$ cat src/rtl/mem_arbiter.sv
// Two-requester arbiter for a single-port word RAM: data stage over fetch, with
// starvation relief for fetch and read-modify-write emulation of partial stores.
module mem_arbiter #(
  parameter int ADDR_W     = 16,
  parameter int DATA_W     = 32,
  parameter int STARVE_MAX = 4
) (
  input  logic                  clock,
  input  logic                  reset,
  input  logic                  if_req,
  input  logic [ADDR_W-1:0]     if_addr,
  output logic                  if_ready,
  output logic                  if_rvalid,
  output logic [DATA_W-1:0]     if_rdata,
  input  logic                  dm_req,
  input  logic                  dm_we,
  input  logic [ADDR_W-1:0]     dm_addr,
  input  logic [DATA_W-1:0]     dm_wdata,
  input  logic [DATA_W/8-1:0]   dm_be,
  output logic                  dm_ready,
  output logic                  dm_rvalid,
  output logic [DATA_W-1:0]     dm_rdata,
  output logic                  ram_we,
  output logic [ADDR_W-1:0]     ram_addr,
  output logic [DATA_W-1:0]     ram_wdata,
  input  logic [DATA_W-1:0]     ram_rdata
);

  localparam int BE_W  = DATA_W / 8;
  localparam int CNT_W = $clog2(STARVE_MAX + 1);
  localparam logic [CNT_W-1:0] STARVE_LIM = CNT_W'(STARVE_MAX);

  typedef enum logic {ARB, RMW} state_t;

  state_t            state, state_nxt;
  logic [CNT_W-1:0]  starve_cnt;
  logic [ADDR_W-1:0] lat_addr;
  logic [DATA_W-1:0] lat_wdata;
  logic [BE_W-1:0]   lat_be;

  logic if_grant, dm_load, rmw_start;

  // NOTE: every signal gets a default at the top of always_comb so that no
  // path leaves it unassigned; otherwise synthesis infers a latch.
  always_comb begin
    state_nxt = state;
    if_ready  = 1'b0;
    dm_ready  = 1'b0;
    if_grant  = 1'b0;
    dm_load   = 1'b0;
    rmw_start = 1'b0;
    ram_we    = 1'b0;
    ram_addr  = '0;
    ram_wdata = '0;

    if (!reset) begin
      unique case (state)
        ARB: begin
          if (dm_req && (starve_cnt < STARVE_LIM)) begin
            dm_ready = 1'b1;
            if (!dm_we) begin
              dm_load  = 1'b1;
              ram_addr = dm_addr;
            end else if (&dm_be) begin
              ram_we    = 1'b1;
              ram_addr  = dm_addr;
              ram_wdata = dm_wdata;
            end else if (|dm_be) begin
              // Partial store: read the old word now, merge and write it next cycle.
              rmw_start = 1'b1;
              ram_addr  = dm_addr;
              state_nxt = RMW;
            end
            // be == 0 store: accepted as a no-op, port left idle.
          end else if (if_req) begin
            if_ready = 1'b1;
            if_grant = 1'b1;
            ram_addr = if_addr;
          end
        end
        RMW: begin
          ram_we   = 1'b1;
          ram_addr = lat_addr;
          for (int i = 0; i < BE_W; i++) begin
            ram_wdata[8*i +: 8] = lat_be[i] ? lat_wdata[8*i +: 8] : ram_rdata[8*i +: 8];
          end
          state_nxt = ARB;
        end
        default: state_nxt = ARB;
      endcase
    end
  end

  // NOTE: sequential state uses non-blocking assignments so every register
  // samples its inputs from before the clock edge, independent of block order.
  always_ff @(posedge clock) begin
    if (reset) begin
      state      <= ARB;
      starve_cnt <= '0;
      if_rvalid  <= 1'b0;
      dm_rvalid  <= 1'b0;
      lat_addr   <= '0;
      lat_wdata  <= '0;
      lat_be     <= '0;
    end else begin
      state     <= state_nxt;
      if_rvalid <= if_grant;
      dm_rvalid <= dm_load;
      if (rmw_start) begin
        lat_addr  <= dm_addr;
        lat_wdata <= dm_wdata;
        lat_be    <= dm_be;
      end
      // Counts every cycle fetch waits, RMW cycles included.
      if (!if_req || if_grant) begin
        starve_cnt <= '0;
      end else if (starve_cnt < STARVE_LIM) begin
        starve_cnt <= starve_cnt + 1'b1;
      end
    end
  end

  assign if_rdata = ram_rdata;
  assign dm_rdata = ram_rdata;

endmodule

$ cat config.mk
export PLATFORM = sky130hd
export DESIGN_NAME = mem_arbiter
export DESIGN_NICKNAME = d
export VERILOG_FILES = /design/src/rtl/mem_arbiter.sv
export SDC_FILE = /design/constraint.sdc
export NUM_CORES = 1
export LEC_CHECK = 0
export CORE_UTILIZATION = 40
export CTS_BUF_LIST = sky130_fd_sc_hd__clkbuf_2
export DETAILED_ROUTE_END_ITERATION = 6
export PLACE_DENSITY_LB_ADDON = 0.15
export RECOVER_POWER = 50
export SLEW_MARGIN = 20
export SYNTH_ARGS = -nofsm -noshare
export SYNTH_HDL_FRONTEND = slang
export SYNTH_SLANG_ARGS = --single-unit
$ cat constraint.sdc
create_clock -name clock -period 5.3 [get_ports clock]
set_input_delay 1.325 -clock clock [delete_from_list [all_inputs] [get_ports clock]]
set_output_delay 1.325 -clock clock [all_outputs]
set_load 0.1 [all_outputs]
==> results of run 1 <==
## routing by layer
metal / global-route usage (%) / vias to the layer above / wire length (µm)
li1: - / 1951 / -
met1: 27.8 / 1951 / 5350
met2: 39.2 / 175 / 6190
met3: 4.18 / 21 / 865
met4: 9.46 / 0 / 267
met5: 0 / - / 0
## through the flow
step           setup WS (ns)  hold slack, ns
2_1_floorplan        -0.0557           0.456
3_3_place_gp           0.545           0.470
3_5_place_dp           0.515           0.499
4_1_cts                0.505           0.519
5_1_grt                0.303           0.533
6_report               0.425           0.526
## logic make-up after synthesis
| group | count (synthesis) |
|---|---|
| AOI/OAI and AO/OA | 85 |
| buffers and inverters | 133 |
| DFF | 58 |
| adders and majority gates | 1 |
| muxes | 84 |
| and+or+nand+nor | 133 |
## power by group through the flow
stage	combinational, W	sequential [W]	clock (W)
after floorplan	0.000468	0.000479	0
after global placement	0.000641	0.000482	0
after detailed placement	0.000647	0.000482	0
after CTS	0.000648	0.000473	0.000293
after global routing	0.000646	0.000476	0.000313
final	0.000623	0.000473	0.000285
## layout by cell type (no fill, tap or decap), types with 2 or more instances in the layout
cell	count
clkbuf_2	9
nand4_1	32
clkbuf_1	64
nor2b_1	36
buf_4	8
clkinvlp_4	4
dlygate4sd3_1	5
nor2_1	19
buf_12	50
nand3_1	2
mux2_2	84
nand2b_1	2
nand2_1	33
a21oi_1	35
a221oi_1	5
clkinv_1	2
clkinv_2	2
a221oi_2	11
dfxtp_1	57
a31oi_1	16
inv_1	17
clkdlybuf4s50_1	100
o2111ai_1	16
## cell type report
class	instances	area, µm²
clock buffers	9	45.0
clock inverters	7	70.1
fillers	972	4070
inverters	20	75.1
multi-input cells	303	2330
flip-flops and latches	58	1160
well taps	136	170
repair buffers	227	2350
## worst max-delay path by stage
stage | to | slack [ns] | cells past startpoint
floorplan | ram_addr[0] | -0.06 | 4
global placement | ram_addr[2] | 0.55 | 5
detailed placement | ram_addr[9] | 0.51 | 5
CTS | ram_addr[1] | 0.51 | 5
global route | ram_addr[3] | 0.30 | 5
finish | ram_addr[1] | 0.42 | 5
## sequential cells by signal, indices dropped and copies added, names as in the netlist
name	count
lat_addr	16
dm_rvalid	1
state	1
lat_wdata	32
starve_cnt	3
lat_be	4
if_rvalid	1
## worst max-delay path, cell delays in order
cell,delay (ns)
dlygate4sd3_1,0.61
or4_1,0.88
o2111ai_1,0.32
a221oi_1,0.15
buf_12,0.25
==> results.py, run 1 <==
metrics = {
    "outcome": {
        "status": "finished with violations",
        "violations": "capacitance limit, slew limit",
    },
    "power_and_ir_drop": {
        "leakage_nw": 2.25,
        "p_sw_w": 0.000617,
        "cellInternalPower_w": 0.000764,
        "clkPwrFrac_pct": 20.6,
        "pwr-share-comb_pct": 45.1,
        "powerDensity_nw_per_um2": 222,
        "sw_frac_of_total_pct": 44.7,
        "finalPower_w": 0.00138,
        "ir_drop_uv": 130,
        "seq_power_share_pct": 34.3,
    },
    "yosys": {
        "netlist_instances": 494,
        "synth_compound_area_share_pct": 13.5,
        "yosys_warnings": 0,
        "netlist_area_um2": 4220,
        "yosysMostFrequentCell": "mux2_2",
        "yosys.area.top_type": "dfxtp_1",
        "synthArstFlopShare_pct": 0,
        "synth_fa_ha_area_share_pct": 0.296,
        "synth_nets": 600,
        "muxShareOfSynthArea_pct": 22.4,
        "avgSynthCellArea_um2": 8.55,
        "seq_area_frac_synth_pct": 27.5,
        "synth_edf_count": 0,
        "yosys.area_share.simple_pct": 17.5,
        "synthFlopType": "dfxtp_1",
        "synth_xor_area_share_pct": 0,
        "synth_area_leaders": "dfxtp_1 28%, mux2_2 22%, buf_4 11%, nor2b_1 5.3%, nand4_1 4.7%",
        "yosysUniqueCellTypes": 30,
        "synth_top_family_by_area": "multiplexers",
        "ys_ff_latch": 58,
        "synth.cells.most_frequent": "84 x mux2_2, 64 x buf_4, 58 x dfxtp_1",
        "synth_top_cell_area_share_pct": 27.5,
    },
    "critical_path": {
        "endpoint_kind": "output pin",
        "crit_required_ns": 3.97,
        "startpoint_type": "input pin",
        "path_class": "in2out",
        "cp.arrival_ns": 3.55,
        "reg2reg_to": "lat_wdata[8]$_SDFFE_PP0P_",
        "r2r_start": "state$_SDFF_PP0_",
        "r2r_cells": 4,
        "critPathMaxFanout": 17,
        "reg2reg_slack_ns": 1.77,
        "crit_start": "dm_be[1]",
    },
    "grt": {
        "grt.total_usage_pct": 22.8,
        "grt_pass1_vias": 3999,
        "grt_pass1_wl_um": 20400,
        "grt_antenna_before_repair": 0,
        "overflow": 0,
        "grt_max_degree": 90,
    },
    "clocking": {
        "cts_buffer_depth": 2,
        "numCtsBuffers": 9,
        "cts_tree": "built",
        "cts_resized": 0,
        "postCtsSetupRepairBufs": 0,
        "clock_latency_ns": 0.48,
        "hold_buffers": 0,
        "clk_pin_slew_worst_paths_ns": 0.19,
        "clockRootBuffer": "clkbuf_2",
        "cts_sinks": 58,
        "htree_levels": 3,
    },
    "min_path": {
        "hold_start": "starve_cnt[1]$_SDFFE_PP0N_",
        "worstHoldPathCells": 2,
        "hold_path_class": "reg2reg",
        "holdPathEnd": "starve_cnt[1]$_SDFFE_PP0N_",
    },
    "timing": {
        "rsz0062_at_grt": "false",
        "min_period_ns": 4.88,
        "fin_setup_tns_ns": 0,
        "fmax_mhz": 205,
        "drv_slew": 54,
        "worst_pin_slew_ns": 1.82,
        "setup_viol": 0,
        "period_share_pct": 92.0,
        "relSlewSlack_pct": -21.7,
        "skew_ns": 0.0205,
        "hold_violations": 0,
    },
    "die": {
        "start_util_pct": 41.1,
        "die_area_um2": 11000,
        "dieHeight_um": 105,
        "ios": 222,
        "fp.dieW_um": 105,
        "rows": 37,
        "core_region_area_um2": 10300,
    },
    "finish": {
        "drive_gt1_share_pct": 27.9,
        "final_cells": 760,
        "postLayoutCellArea_um2": 6210,
        "syn_to_final_growth_pct": 47.0,
        "nets": 725,
        "fin_util_pct": 60.4,
        "antenna_cells": 0,
    },
    "drt": {
        "wire_per_inst_um": 16.7,
        "drt_iter0_markers": 129,
        "ant_nets": 0,
        "firstDrtPassIters": 4,
        "routed_wl_um": 12700,
        "via_per_inst": 5.39,
        "drc": 0,
        "vias": 4098,
    },
    "placement": {
        "dpl.cell_count": 744,
        "post_dp_cell_area_um2": 6340,
        "dp_hpwl_um": 8580,
        "gp_congestion": 0.730,
        "port_buffers": 221,
    },
    "run": {
        "drv_cap": 1,
    },
}
Power figures use the tool's default switching activity.
==> inputs of run 2 (changes only) <==
--- a/config.mk
+++ b/config.mk
@@ -5,12 +5,13 @@
 export SDC_FILE = /design/constraint.sdc
 export NUM_CORES = 1
 export LEC_CHECK = 0
+export ABC_CLOCK_PERIOD_IN_PS = 5300
 export CORE_UTILIZATION = 40
 export CTS_BUF_LIST = sky130_fd_sc_hd__clkbuf_2
 export DETAILED_ROUTE_END_ITERATION = 6
 export PLACE_DENSITY_LB_ADDON = 0.15
 export RECOVER_POWER = 50
-export SLEW_MARGIN = 20
+export SKIP_CTS_REPAIR_TIMING = 1
 export SYNTH_ARGS = -nofsm -noshare
 export SYNTH_HDL_FRONTEND = slang
 export SYNTH_SLANG_ARGS = --single-unit
==> run 2 against run 1 <==
The run still ends with capacitance limit, slew limit left. Design area did not move. Wire length increased by 0.13%. Power hardly changed. Cell count stayed put. Combinational power is essentially flat. Worst hold slack better by 0.00056 ns. Critical endpoint unchanged. Largest cell class unchanged. Largest power group unchanged.
==> results.py, run 2 (synthesized netlist as in run 1, its figures left out) <==
metrics = {
    "grt": {
        "grt_antenna_before_repair": 0,
        "grt.total_usage_pct": 22.8,
        "grt_max_degree": 90,
        "grt_pass1_vias": 3999,
        "overflow": 0,
        "grt_pass1_wl_um": 20400,
    },
    "min_path": {
        "holdPathEnd": "starve_cnt[1]$_SDFFE_PP0N_",
        "hold_path_class": "reg2reg",
        "worstHoldPathCells": 2,
        "hold_start": "starve_cnt[1]$_SDFFE_PP0N_",
    },
    "drt": {
        "ant_nets": 0,
        "firstDrtPassIters": 4,
        "via_per_inst": 5.34,
        "drc": 0,
        "routed_wl_um": 12700,
        "vias": 4061,
        "wire_per_inst_um": 16.7,
        "drt_iter0_markers": 129,
    },
    "power_and_ir_drop": {
        "pwr-share-comb_pct": 45.2,
        "leakage_nw": 2.25,
        "p_sw_w": 0.000616,
        "ir_drop_uv": 130,
        "sw_frac_of_total_pct": 44.7,
        "clkPwrFrac_pct": 20.5,
        "seq_power_share_pct": 34.3,
        "cellInternalPower_w": 0.000764,
        "powerDensity_nw_per_um2": 222,
    },
    "die": {
        "die_area_um2": 11000,
        "core_region_area_um2": 10300,
        "dieHeight_um": 105,
        "start_util_pct": 41.1,
        "fp.dieW_um": 105,
        "ios": 222,
        "rows": 37,
    },
    "critical_path": {
        "cpMaxStageDelayCell": "or4_1",
        "crit_required_ns": 3.97,
        "path_class": "in2out",
        "reg2reg_slack_ns": 1.78,
        "r2r_cells": 4,
        "path_cells": "dlygate4sd3_1, or4_1, o2111ai_1, a221oi_1, buf_12",
        "crit_path_max_incr_delay_ns": 0.88,
        "startpoint_type": "input pin",
        "r2r_start": "state$_SDFF_PP0_",
        "reg2reg_to": "lat_wdata[8]$_SDFFE_PP0P_",
        "cp.arrival_ns": 3.55,
        "endpoint_kind": "output pin",
        "critPathMaxFanout": 17,
    },
    "finish": {
        "reg_top3": "lat_wdata x32, lat_addr x16, lat_be x4",
        "syn_to_final_growth_pct": 47.0,
        "most-common-layout-cells": "100 x clkdlybuf4s50_1, 84 x mux2_2, 64 x clkbuf_1",
        "antenna_cells": 0,
        "final_common_cell": "clkdlybuf4s50_1",
        "nets": 725,
        "fill_cells": 972,
        "postLayoutCellArea_um2": 6210,
        "largest_register": "lat_wdata",
        "multi_input_area_um2": 2330,
        "regArea_um2": 1160,
        "drive_gt1_share_pct": 27.7,
        "largest_register_ffs": 32,
    },
    "timing": {
        "hold_ws_ns": 0.526,
        "setup_viol": 0,
        "relSlewSlack_pct": -21.5,
        "drv_slew": 54,
        "period_share_pct": 92.0,
        "skew_ns": 0.0222,
        "min_period_ns": 4.88,
        "hold_violations": 0,
        "fmax_mhz": 205,
        "rsz0062_at_grt": "false",
        "worst_pin_slew_ns": 1.82,
    },
    "clocking": {
        "numCtsBuffers": 9,
        "cts_sinks": 58,
        "clk_pin_slew_worst_paths_ns": 0.19,
        "cts_buffer_depth": 2,
        "clockRootBuffer": "clkbuf_2",
        "cts_tree": "built",
        "htree_levels": 3,
        "clock_latency_ns": 0.48,
    },
    "placement": {
        "gp_congestion": 0.730,
        "port_buffers": 221,
        "post_dp_cell_area_um2": 6340,
        "dp_hpwl_um": 8580,
    },
    "run": {
        "drv_cap": 1,
    },
    "outcome": {
        "status": "finished with violations",
        "violations": "capacitance limit, slew limit",
    },
}
## run 2: per-stage QoR
step,total power (W),utilization (%),setup slack [ns],std cells,TNS [ns]
floorplan,0.000947,-,-0.0557,494,-0.278
global placement,0.00112,61.7,0.545,744,0
detailed placement,0.00113,61.7,0.515,744,0
CTS,0.00141,62.8,0.505,760,0
global route,0.00144,60.4,0.303,760,0
finish,0.00138,60.4,0.424,760,0
## run 2: worst max path at each step
stage	start	to	slack, ns	depth (start not counted)
CTS	dm_be[1]	ram_addr[1]	0.51	5
finish	dm_be[1]	ram_addr[1]	0.42	5
detailed placement	dm_be[1]	ram_addr[9]	0.51	5
floorplan	dm_be[1]	ram_addr[0]	-0.06	4
global placement	dm_be[1]	ram_addr[2]	0.55	5
global route	dm_be[1]	ram_addr[3]	0.30	5
## run 2: final cells by class
cell class	instances	area share [%]
repair buffers	227	37.9
multi-input cells	303	37.6
flip-flops and latches	58	18.7
well taps	136	2.74
inverters	20	1.21
clock inverters	7	1.13
clock buffers	9	0.726
## run 2: critical path: cells and delay by family
family | cells | cell delay [ns]
AOI/OAI and AO/OA | 2 | 0.47
buffers and inverters | 2 | 0.86
and+or+nand+nor | 1 | 0.88
## run 2: routing by layer
layer	vias up	GRT usage [%]	wire [µm]
met3	21	4.18	791
li1	1952	-	-
met5	-	0	0
met4	0	9.46	267
met1	1923	27.8	5470
met2	165	39.2	6160
## run 2: power by group through the flow
stage	combinational [W]	sequential, W	clock [W]
detailed placement	0.000647	0.000482	0
global placement	0.000641	0.000482	0
global route	0.000646	0.000476	0.000313
CTS	0.000648	0.000473	0.000293
floorplan	0.000468	0.000479	0
finish	0.000623	0.000473	0.000283
